===== src/rtl/z80_dbg_pkg.sv =====
// Shared types for the Z80 trace debugger: REG bus field offsets,
// debug state encoding and the register snapshot bundle.
package z80_dbg_pkg;

  localparam int REG_W   = 212;
  localparam int ACC_LSB = 0;
  localparam int F_LSB   = 8;
  localparam int SP_LSB  = 48;
  localparam int PC_LSB  = 64;
  localparam int BC_LSB  = 80;
  localparam int DE_LSB  = 96;
  localparam int HL_LSB  = 112;
  localparam int IX_LSB  = 128;
  localparam int IY_LSB  = 192;

  typedef enum logic [1:0] {
    RUN,
    HALTED,
    STEP
  } dbg_state_t;

  typedef struct packed {
    logic [15:0] pc;
    logic [15:0] sp;
    logic [15:0] af;
    logic [15:0] bc;
    logic [15:0] de;
    logic [15:0] hl;
    logic [15:0] ix;
    logic [15:0] iy;
  } z80_snap_t;

endpackage


===== src/rtl/z80_trace_fifo.sv =====
// Circular PC history FIFO: a push when full drops the oldest entry,
// read data is registered and holds when a pop finds the FIFO empty.
module z80_trace_fifo
  import z80_dbg_pkg::*;
#(
  parameter int DEPTH = 16,
  parameter int WIDTH = 16,
  parameter int CNT_W = $clog2(DEPTH) + 1
) (
  input  logic             clk_i,
  input  logic             rst_i,
  input  logic             push_i,
  input  logic [WIDTH-1:0] wdata_i,
  input  logic             pop_i,
  output logic [WIDTH-1:0] rdata_o,
  output logic [CNT_W-1:0] count_o,
  output logic             empty_o,
  output logic             full_o
);

  localparam int AW = $clog2(DEPTH);

  logic [WIDTH-1:0] mem_q [DEPTH];
  logic [AW-1:0]    wp_q, wp_d;
  logic [AW-1:0]    rp_q, rp_d;
  logic [CNT_W-1:0] cnt_q, cnt_d;
  logic [WIDTH-1:0] rd_q, rd_d;
  logic             empty, full, do_pop;

  assign empty = (cnt_q == '0);
  assign full  = (cnt_q == CNT_W'(DEPTH));

  // Overwrite on full advances the read side too, keeping the newest DEPTH
  always_comb begin
    do_pop = pop_i & ~empty;
    wp_d   = push_i ? wp_q + AW'(1) : wp_q;
    rp_d   = (do_pop | (push_i & full)) ? rp_q + AW'(1) : rp_q;
    rd_d   = do_pop ? mem_q[rp_q] : rd_q;
    cnt_d  = cnt_q;
    if (push_i & ~full & ~do_pop)
      cnt_d = cnt_q + CNT_W'(1);
    else if (do_pop & ~push_i)
      cnt_d = cnt_q - CNT_W'(1);
  end

  always_ff @(posedge clk_i or posedge rst_i) begin
    if (rst_i) begin
      wp_q  <= '0;
      rp_q  <= '0;
      cnt_q <= '0;
      rd_q  <= '0;
    end else begin
      wp_q  <= wp_d;
      rp_q  <= rp_d;
      cnt_q <= cnt_d;
      rd_q  <= rd_d;
    end
  end

  always_ff @(posedge clk_i) begin
    if (push_i)
      mem_q[wp_q] <= wdata_i;
  end

  assign rdata_o = rd_q;
  assign count_o = cnt_q;
  assign empty_o = empty;
  assign full_o  = full;

endmodule


===== src/rtl/z80_trace_debugger.sv =====
// Z80 M1 snapshot, PC breakpoint, run/step control and PC trace.
// Optional SP window guard enabled by Z80_DBG_SP_GUARD_EN.
module z80_trace_debugger
  import z80_dbg_pkg::*;
#(
  parameter int NUM_BP      = 4,
  parameter int TRACE_DEPTH = 16,
  parameter int CNT_W       = $clog2(TRACE_DEPTH) + 1
) (
  input  logic                  clk_sys,
  input  logic                  reset,
  input  logic                  ce,
  input  logic                  m1_n,
  input  logic [REG_W-1:0]      REG_in,
  input  logic [16*NUM_BP-1:0]  bp_addr,
  input  logic [NUM_BP-1:0]     bp_en,
  input  logic                  halt_req,
  input  logic                  run,
  input  logic                  step,
`ifdef Z80_DBG_SP_GUARD_EN
  input  logic [15:0]           sp_lo,
  input  logic [15:0]           sp_hi,
  output logic                  sp_fault,
`endif
  output logic                  cpu_wait,
  output logic                  halted,
  output logic                  bp_hit,
  output logic [2:0]            bp_idx,
  output logic [15:0]           PC,
  output logic [15:0]           SP,
  output logic [15:0]           AF,
  output logic [15:0]           BC,
  output logic [15:0]           DE,
  output logic [15:0]           HL,
  output logic [15:0]           IX,
  output logic [15:0]           IY,
  input  logic                  tr_rd,
  output logic [15:0]           tr_data,
  output logic [CNT_W-1:0]      tr_count,
  output logic                  tr_empty,
  output logic                  tr_full
);

  dbg_state_t state_q, state_d;
  z80_snap_t  snap_q, snap_d;
  logic       m1_prev_q;
  logic       cap, hit, spf;
  logic [2:0] hit_idx;
  logic       halt_cap, leave;
  logic       bp_hit_q, bp_hit_d;
  logic [2:0] bp_idx_q, bp_idx_d;
  logic       unused_reg;

  // One strobe per M1 falling edge, however long M1 is stretched
  assign cap = ce & ~m1_n & m1_prev_q;

  always_comb begin
    snap_d    = '0;
    snap_d.pc = REG_in[PC_LSB +: 16];
    snap_d.sp = REG_in[SP_LSB +: 16];
    snap_d.af = {REG_in[F_LSB +: 8], REG_in[ACC_LSB +: 8]};
    snap_d.bc = REG_in[BC_LSB +: 16];
    snap_d.de = REG_in[DE_LSB +: 16];
    snap_d.hl = REG_in[HL_LSB +: 16];
    snap_d.ix = REG_in[IX_LSB +: 16];
    snap_d.iy = REG_in[IY_LSB +: 16];
  end

  assign unused_reg = ^{REG_in[47:16], REG_in[191:144], REG_in[211:208]};

  always_comb begin
    hit     = 1'b0;
    hit_idx = 3'd0;
    for (int i = NUM_BP - 1; i >= 0; i--) begin
      if (bp_en[i] && (bp_addr[16*i +: 16] == snap_d.pc)) begin
        hit     = 1'b1;
        hit_idx = 3'(i);
      end
    end
  end

`ifdef Z80_DBG_SP_GUARD_EN
  assign spf = (snap_d.sp < sp_lo) | (snap_d.sp > sp_hi);
`else
  assign spf = 1'b0;
`endif

  always_ff @(posedge clk_sys or posedge reset) begin
    if (reset)
      state_q <= RUN;
    else
      state_q <= state_d;
  end

  always_comb begin
    state_d = state_q;
    unique case (state_q)
      RUN:     if (cap & (hit | halt_req | spf)) state_d = HALTED;
      HALTED:  if (run) state_d = RUN;
               else if (step) state_d = STEP;
      STEP:    if (cap) state_d = HALTED;
      default: state_d = RUN;
    endcase
  end

  always_comb begin
    cpu_wait = (state_q == HALTED);
    halted   = (state_q == HALTED);
  end

  assign halt_cap = (state_q != HALTED) & (state_d == HALTED);
  assign leave    = (state_q == HALTED) & (state_d != HALTED);
  assign bp_hit_d = halt_cap ? hit : bp_hit_q;
  assign bp_idx_d = (halt_cap & hit) ? hit_idx : bp_idx_q;

  always_ff @(posedge clk_sys or posedge reset) begin
    if (reset) begin
      m1_prev_q <= 1'b1;
      snap_q    <= '0;
      bp_hit_q  <= 1'b0;
      bp_idx_q  <= 3'd0;
    end else begin
      if (ce)
        m1_prev_q <= m1_n;
      if (cap)
        snap_q <= snap_d;
      bp_hit_q <= bp_hit_d;
      bp_idx_q <= bp_idx_d;
    end
  end

`ifdef Z80_DBG_SP_GUARD_EN
  logic sp_fault_q, sp_fault_d;

  assign sp_fault_d = halt_cap ? spf : (leave ? 1'b0 : sp_fault_q);

  always_ff @(posedge clk_sys or posedge reset) begin
    if (reset)
      sp_fault_q <= 1'b0;
    else
      sp_fault_q <= sp_fault_d;
  end

  assign sp_fault = sp_fault_q;
`endif

  z80_trace_fifo #(
    .DEPTH (TRACE_DEPTH),
    .WIDTH (16),
    .CNT_W (CNT_W)
  ) u_fifo (
    .clk_i   (clk_sys),
    .rst_i   (reset),
    .push_i  (cap),
    .wdata_i (snap_d.pc),
    .pop_i   (tr_rd),
    .rdata_o (tr_data),
    .count_o (tr_count),
    .empty_o (tr_empty),
    .full_o  (tr_full)
  );

  assign bp_hit = bp_hit_q;
  assign bp_idx = bp_idx_q;
  assign PC     = snap_q.pc;
  assign SP     = snap_q.sp;
  assign AF     = snap_q.af;
  assign BC     = snap_q.bc;
  assign DE     = snap_q.de;
  assign HL     = snap_q.hl;
  assign IX     = snap_q.ix;
  assign IY     = snap_q.iy;

endmodule


===== config.mk =====
export PLATFORM = sky130hd
export DESIGN_NAME = z80_trace_debugger
export DESIGN_NICKNAME = d
export VERILOG_FILES = /design/src/rtl/z80_dbg_pkg.sv /design/src/rtl/z80_trace_fifo.sv /design/src/rtl/z80_trace_debugger.sv
export SDC_FILE = /design/constraint.sdc
export NUM_CORES = 1
export LEC_CHECK = 0
export ABC_AREA = 1
export BUFFER_PORTS_ARGS = -buffer_cell sky130_fd_sc_hd__clkbuf_2
export CAP_MARGIN = 20
export CORE_ASPECT_RATIO = 1.25
export CORE_UTILIZATION = 35
export DETAILED_ROUTE_END_ITERATION = 16
export MAX_ROUTING_LAYER = met4
export PLACE_DENSITY_LB_ADDON = 0.1
export SLEW_MARGIN = 20
export SYNTH_ARGS = -nofsm -noshare
export SYNTH_HDL_FRONTEND = slang
export SYNTH_HIERARCHICAL = 1
export SYNTH_SLANG_ARGS = --single-unit

===== constraint.sdc =====
create_clock -name clk_sys -period 12 [get_ports clk_sys]
set_clock_uncertainty 0.15 [all_clocks]
set_input_delay 2.4 -clock clk_sys [delete_from_list [all_inputs] [get_ports clk_sys]]
set_output_delay 2.4 -clock clk_sys [all_outputs]
set_load 0.01 [all_outputs]

After elaboration in Yosys (flattened, before gate mapping). Memory sizes are Yosys's and may differ from the RTL's. A register that Yosys moved wholly into a read port is not among the register bits. Cells that the tools add are included.

Eq/ne operators: 9. Multiplexer cells: 17. Bitwise logic cells: 17. Add/subtract/negate cells: 4. Reduce and logical (&&, ||, !) cells: 7.

Operator list (count): == test 16 bit (4); bitwise AND 1 bit (10); 2-to-1 mux 2 bit (5); 2-to-1 mux 5 bit (2); 2-to-1 mux 3 bit (3); adder 4 x 1 -> 4 bit (second input constant) (2); 2-to-1 mux 1 bit (6); case mux 2 bit (3 select lines) (1); adder 5 x 1 -> 5 bit (second input constant) (1); == test 5 bit (second input constant) (1); zero test 5 bit (1); inverter 1 bit (5); subtractor 5 x 1 -> 5 bit (second input constant) (1); == test 2 x 1 -> 1 bit (second input constant) (2); logical AND 1 bit (4); == test 2 bit (second input constant) (1); zero test 2 bit (1); inequality test 2 x 1 -> 1 bit (second input constant) (1); bitwise OR 1 bit (2); nonzero test 2 bit (1).

Input port bits: 288. Bits in writable memories: 256. Word-level logic and storage cells: 70. Memories: 1. Output and inout port bits: 157. Flip-flop bits (word level): 148.

Memory list: u_fifo.mem_q (depth 16, bits a word 16, rd ports 1, clocked after Yosys merged registers in 1, wr ports 1, RTL line z80_trace_fifo.sv:23) `logic [WIDTH-1:0] mem_q [DEPTH];`.

Depth between registers and ports, before layout. Gate-level depths: netlist of run 1.

Depth after elaboration: 13. Depth in mapped cells: 16.

Cells and area by module. The synthesis of run 1 kept the hierarchy.

Modules (own cells, without submodules): z80_trace_fifo (cells each 1210, instances 1, seq. area each 8413.1 um^2, area each 12498.2 um^2); z80_trace_debugger (cells each 929, instances 1, seq. area each 3354.5 um^2, area each 6627.6 um^2).

Least setup slack after synthesis of run 1. Ideal clock, no wire load.

Path kind: input to register. From: input ce. To: memory u_fifo.mem_q[10][0] (enable). Data required time: 11.462 ns. Path buffers: 2. Data arrival time: 4.264 ns. Stages on the path: 8. Slack: 7.198 ns. Cells stage by stage: inv_1 nor2_1 nand2_1 clkinv_1 clkbuf_1 clkbuf_1 nand2_1 nor2_1.

Word-level cells in the longest chain between the ends: 4.

RTL lines: start: declaration (RTL line z80_trace_debugger.sv:12) `input logic ce,`; bitwise AND 1 bit (2 in series) (RTL line z80_trace_debugger.sv:55) `assign cap = ce & ~m1_n & m1_prev_q;`; named net cap (RTL line z80_trace_debugger.sv:47) `logic cap, hit, spf;`; 2-to-1 mux 1 bit (RTL line z80_trace_fifo.sv:61) `if (push_i)`; 2-to-1 mux 1 bit (not written as such) (RTL line z80_trace_fifo.sv:62) `mem_q[wp_q] <= wdata_i;`; end: declaration (RTL line z80_trace_fifo.sv:23).

The timed path passes the listed nets, and every way through them passes these cells.

Final worst setup path of run 1.
From: input ce. To: memory u_fifo.mem_q[7][11] (enable).

Word-level cells in the longest chain between the ends: 4.

RTL lines (RTL line): bitwise AND 1 bit (2 in series) (z80_trace_debugger.sv:55); 2-to-1 mux 1 bit (z80_trace_fifo.sv:61); 2-to-1 mux 1 bit (not written as such) (z80_trace_fifo.sv:62).

No other way between the ends.

==> metrics, run 1 <==
Synth warnings 6; vias in the first global route 15000; Synth top area share 40.2%; vias 15100; max_cap viols 0; Worst slew margin 25.6%; die area 55600 sq um; initial antenna violation count 7; Pwr per Cell Area 199 nW/um^2; most frequent cells in the layout 922 x nand2_1, 359 x clkbuf_2, 269 x inv_1, 256 x edfxtp_1, 219 x nand3_1; first-pass GRT wire length 91.4 mm; Least-Margin Pin Slew 1.12 ns; pre-CTS WS 6.16 ns; Residual DRC 0; final worst-path cycle share 43.2%; cell count after synthesis 2139; Yosys cell types 44; Overflow after GRT 0; Post-CTS Setup Inserts 0; Fin. Hold Viols 0; final setup fails 0; Slew Limit Fails 0; CTS tree built; dpl cell area 21400 sq um; initial DRC count 876; commonest non-fill, non-tap cell in the layout nand2_1; WP data required 12.03 ns; dominant cell type by area after synthesis edfxtp_1; post-route cell area 23000 sq um; Port Buffers 359; Via density 4.65; post-route ant nets 0; chip width 211 microns; overall power 4.58 mW; TNS Setup 0 ns; Global Route Usage Sum 22.6%; Area Overhead vs Synth 20.5%; # rows 95; Clock Latency Late Sink 0.59 ns; final hold slack 0.327 ns; Max Fclk 193 MHz; Bufs on Longest Clock Path 3; Pre-Repair DR Iteration Count 5; Clock transition at path regs 0.06 ns; crit path kind in -> reg; Nets 2770; total wire length 60.1 mm; CP max FO 76; Final HPWL DP 39.3 mm; Max VDD drop 0.112 mV; ys async rst share 38.9%; Num CTS Buffers 46; post-CTS sizing 0; worst path cell trace clkbuf_2 > inv_1 > nor2_1 > nand2_4 > inv_4 > nand3_1 > nor2_2; Synth Flop Type edfxtp_1; post-synthesis sequential area ratio 61.5%; RSZ-0062 raised after global routing no; largest net degree at the start of global routing 77; Die Ht 263 microns; CTS root buf clkbuf_16; core area 53800 sq um; Leak 11.5 nW; CTS Hold Buffers Added 0; Hold Crit Class reg -> reg; clock sinks 419; DR WL/cell 18.5 microns; Crit-path slowest cell nor2_2; Mean Syn Cell Area 8.94 sq um; post-route minimum period 5.18 ns; max incr delay on CP 0.91 ns; Worst setup EP type register; syn_nets 2436; gpl congestion 0.914; Startpoint Class input port; PnR worst setup slack 6.82 ns; H-tree levels 2; initial core utilization 35.5%; I/O pin count 445; Synth Cell Area 19100 sq um; Crit path arrival time 5.21 ns; Seq cells post-synth 419; layout cells sized above 1 19.4%; status finished, final reports clean; ranking of synthesized cells by area edfxtp_1 40%, dfrtp_1 21%, nand2_1 18%; Post-synth EDFFs 256
==> cells by family (layout without fill, tap and decap cells) <==
group / count (synthesis) / count (layout) / share of synthesized area [%]
compound gates: 45 / 45 / 1.27
xor+xnor: 19 / 19 / 0.870
fa+ha+maj: 9 / 9 / 0.628
buf+inv: 377 / 747 / 8.50
flops: 419 / 419 / 61.5
other cells: 1 / 7 / 0.0196
simple gates: 1269 / 1269 / 27.2
==> power by group <==
| part | internal (mW) | switching, mW | leakage, nW | total [mW] |
|---|---|---|---|---|
| clock | 0.846 | 0.593 | 0.748 | 1.44 |
| combinational | 0.411 | 0.899 | 6.46 | 1.31 |
| sequential | 1.69 | 0.142 | 4.32 | 1.83 |
| total | 2.95 | 1.63 | 11.5 | 4.58 |
==> per-layer routing <==
metal / vias to the layer above / part of all wire [%] / GRT usage [%]
met5: - / 0 / -
met4: 0 / 4.1 / 9.36
met3: 136 / 6.7 / 4.93
met2: 526 / 47 / 35.5
met1: 7036 / 42 / 28.1
li1: 7375 / - / -
==> final cells by class <==
| type | count | area, sq um |
|---|---|---|
| fillers | 5343 | 30800 |
| flip-flops and latches | 419 | 11800 |
| multi-input cells | 1343 | 5780 |
| repair buffers | 376 | 1960 |
| clock buffers | 60 | 1250 |
| inverters | 287 | 1090 |
| well taps | 727 | 910 |
| clock inverters | 24 | 263 |
| diodes | 6 | 15.0 |
==> cell usage after synthesis, drive strengths merged (2+ instances only) <==
cell type / count
nand3b: 8
xor2: 7
nand3: 221
buf: 60
a21boi: 2
xnor2: 12
nor3b: 3
ha: 8
a21oi: 8
nand2: 930
dfrtp: 162
inv: 284
nor2: 78
nor3: 3
clkinv: 3
edfxtp: 256
or2: 4
nand4: 19
o21ai: 32
clkbuf: 30
==> path summary, 6_finish.rpt <==
path,startpoint,end,slack (ns),cells past startpoint
min in group asynchronous,reset,IX[10],1.74,2
max in group asynchronous,reset,m1_prev_q,8.84,4
min,u_fifo/rdata_o[2],u_fifo/rdata_o[2],0.33,2
max,ce,u_fifo/mem_q[7][11],6.82,7
max reg2reg,m1_prev_q,u_fifo/mem_q[7][11],8.43,4
min reg2reg,u_fifo/rdata_o[2],u_fifo/rdata_o[2],0.33,2
==> flip-flops by register name (all words and copies together), names as in the netlist, 16 cells and up <==
| signal | count |
|---|---|
| BC | 16 |
| AF | 16 |
| PC | 16 |
| u_fifo/rdata_o | 16 |
| u_fifo/mem_q | 256 |
| IY | 16 |
| HL | 16 |
| SP | 16 |
| DE | 16 |
| IX | 16 |
==> metrics by stage <==
step                      cells  util (%)
final                      3242      42.8
after global placement     3149      39.8
after detailed placement   3149      39.8
after global routing       3242      42.8
after floorplan            2139         -
after CTS                  3233      42.6
==> critical path: cells and delay by family <==
family                 cells  cell delay [ns]
buffers and inverters      3             0.84
and+or+nand+nor            4             1.87
Power figures use the tool's default switching activity.
==> run 2, diff against run 1 <==
clock period = 4.75 ns   (was 12 ns; I/O delays follow)
==> run 2 against run 1 <==
  * Critical path depth down 5
  * Clock power increased by 130%
  * Total power up 150%
  * Flip-flop and latch count unchanged
  * Wire length about the same
  * Cell count rose by 0.34%
  * Sequential share of layout area is 0.18 points higher
  * Setup slack lost 4.9 ns
  * Die area stayed put
  * Critical endpoint is now halted
==> metrics, run 2 (same netlist as run 1, synthesis figures left out) <==
Max Fclk 356 MHz; dpl cell area 21600 sq um; Worst setup EP type output port; worst path bufs/invs 1; WP data required 3.65 ns; post-route ant nets 0; Startpoint Class register; start point of the worst hold path IX[12]; Crit-path slowest cell nor2_1; Final HPWL DP 40.2 mm; hold depth 2; Post-CTS Setup Inserts 0; Bufs on Longest Clock Path 3; Clock Latency Late Sink 0.58 ns; Crit path arrival time 1.71 ns; H-tree levels 2; most frequent cells in the layout 922 x nand2_1, 359 x clkbuf_2, 269 x inv_1, 256 x edfxtp_1, 219 x nand3_1; commonest non-fill, non-tap cell in the layout nand2_1; die area 55600 sq um; worst path cell trace nor2_1 > clkbuf_2; Least-Margin Pin Slew 1.08 ns; clock sinks 419; gpl congestion 0.914; Die Ht 263 microns; Largest register FFs 256; max_cap viols 0; PnR worst setup slack 1.94 ns; initial DRC count 956; Pwr per Cell Area 492 nW/um^2; Crit path max-delay family simple AND/OR/NAND/NOR gates; Register Area 11800 sq um; initial antenna violation count 4; post-CTS sizing 0; Leak 11.5 nW; Via density 4.61; Overflow after GRT 0; Area Overhead vs Synth 20.0%; Biggest register u_fifo/mem_q; Clock transition at path regs 0.06 ns; DR WL/cell 18.5 microns; total wire length 60.2 mm; Slew Limit Fails 0; R2R depth 13; Global Route Usage Sum 22.6%; FF-to-FF End u_fifo/count_o[4]; layout cells sized above 1 19.6%; vias 15000; Residual DRC 0; largest net degree at the start of global routing 86; r2r startpoint u_fifo/count_o[0]; pre-CTS WS 1.56 ns; Num CTS Buffers 45; crit path from state_q[1]; max incr delay on CP 0.48 ns; status finished, final reports clean; Nets 2784; Max VDD drop 0.284 mV; post-route minimum period 2.81 ns; final setup fails 0; CTS tree built; CTS root buf clkbuf_16; Fill cells 5373; Fin. Hold Viols 0; initial core utilization 35.5%; RSZ-0062 raised after global routing no; chip width 211 microns; Pre-Repair DR Iteration Count 7; CTS Hold Buffers Added 0; post-route cell area 23000 sq um; Worst slew margin 28.2%; final worst-path cycle share 59.1%; TNS Setup 0 ns; crit path kind reg -> out; I/O pin count 445; Hold Path End IX[12]; Port Buffers 359; vias in the first global route 14900; area of the multi-input gates 5770 sq um; core area 53800 sq um; Reg2Reg Setup Slack 2.13 ns; first-pass GRT wire length 91.0 mm; Hold Crit Class reg -> reg; # rows 95; CP max FO 4
-- run 2: final cells by class --
class	count	area share, %
diodes	4	0.0436
clock buffers	60	5.15
clock inverters	22	0.818
inverters	287	4.74
multi-input cells	1343	25.1
flip-flops and latches	419	51.3
well taps	727	3.96
repair buffers	391	8.87
-- run 2: worst min-delay path, stage by stage (launching register included) --
cell     delay [ns]
dfrtp_1        0.34
nand2_1        0.05
nand2_1        0.05
-- run 2: power by group --
group          internal (mW)  total (mW)  switching [mW]  leakage [nW]
Sequential              4.27        4.55           0.281          4.32
Combinational           1.06        3.39            2.33          6.52
Clock                   1.87        3.36            1.49         0.670
Total                   7.21        11.3            4.10          11.5
-- run 2: worst max-delay path by stage --
stage                     endpoint  slack [ns]  cells past startpoint
2_1_floorplan                AF[0]        0.07                      1
3_3_place_gp   u_fifo/mem_q[11][5]        1.52                      7
3_5_place_dp   u_fifo/mem_q[11][7]        1.56                      7
4_1_cts                     halted        1.88                      2
5_1_grt                     halted        1.84                      2
6_report                    halted        1.94                      2
-- run 2: per-layer routing --
layer	wire length, microns	share of wire (%)	global-route usage, %
met1	25500	42	28.0
met5	0	0	-
met3	3890	6.5	4.56
met2	29200	49	36.9
met4	1570	2.6	7.23
-- run 2: stage by stage --
stage	cells	hold WS (ns)	total power, mW	utilization [%]
global route	3253	0.347	12.0	42.6
floorplan	2139	0.336	6.82	-
global placement	3167	0.312	8.02	40.1
finish	3253	0.327	11.3	42.6
detailed placement	3167	0.314	8.05	40.1
CTS	3249	0.332	11.5	42.6
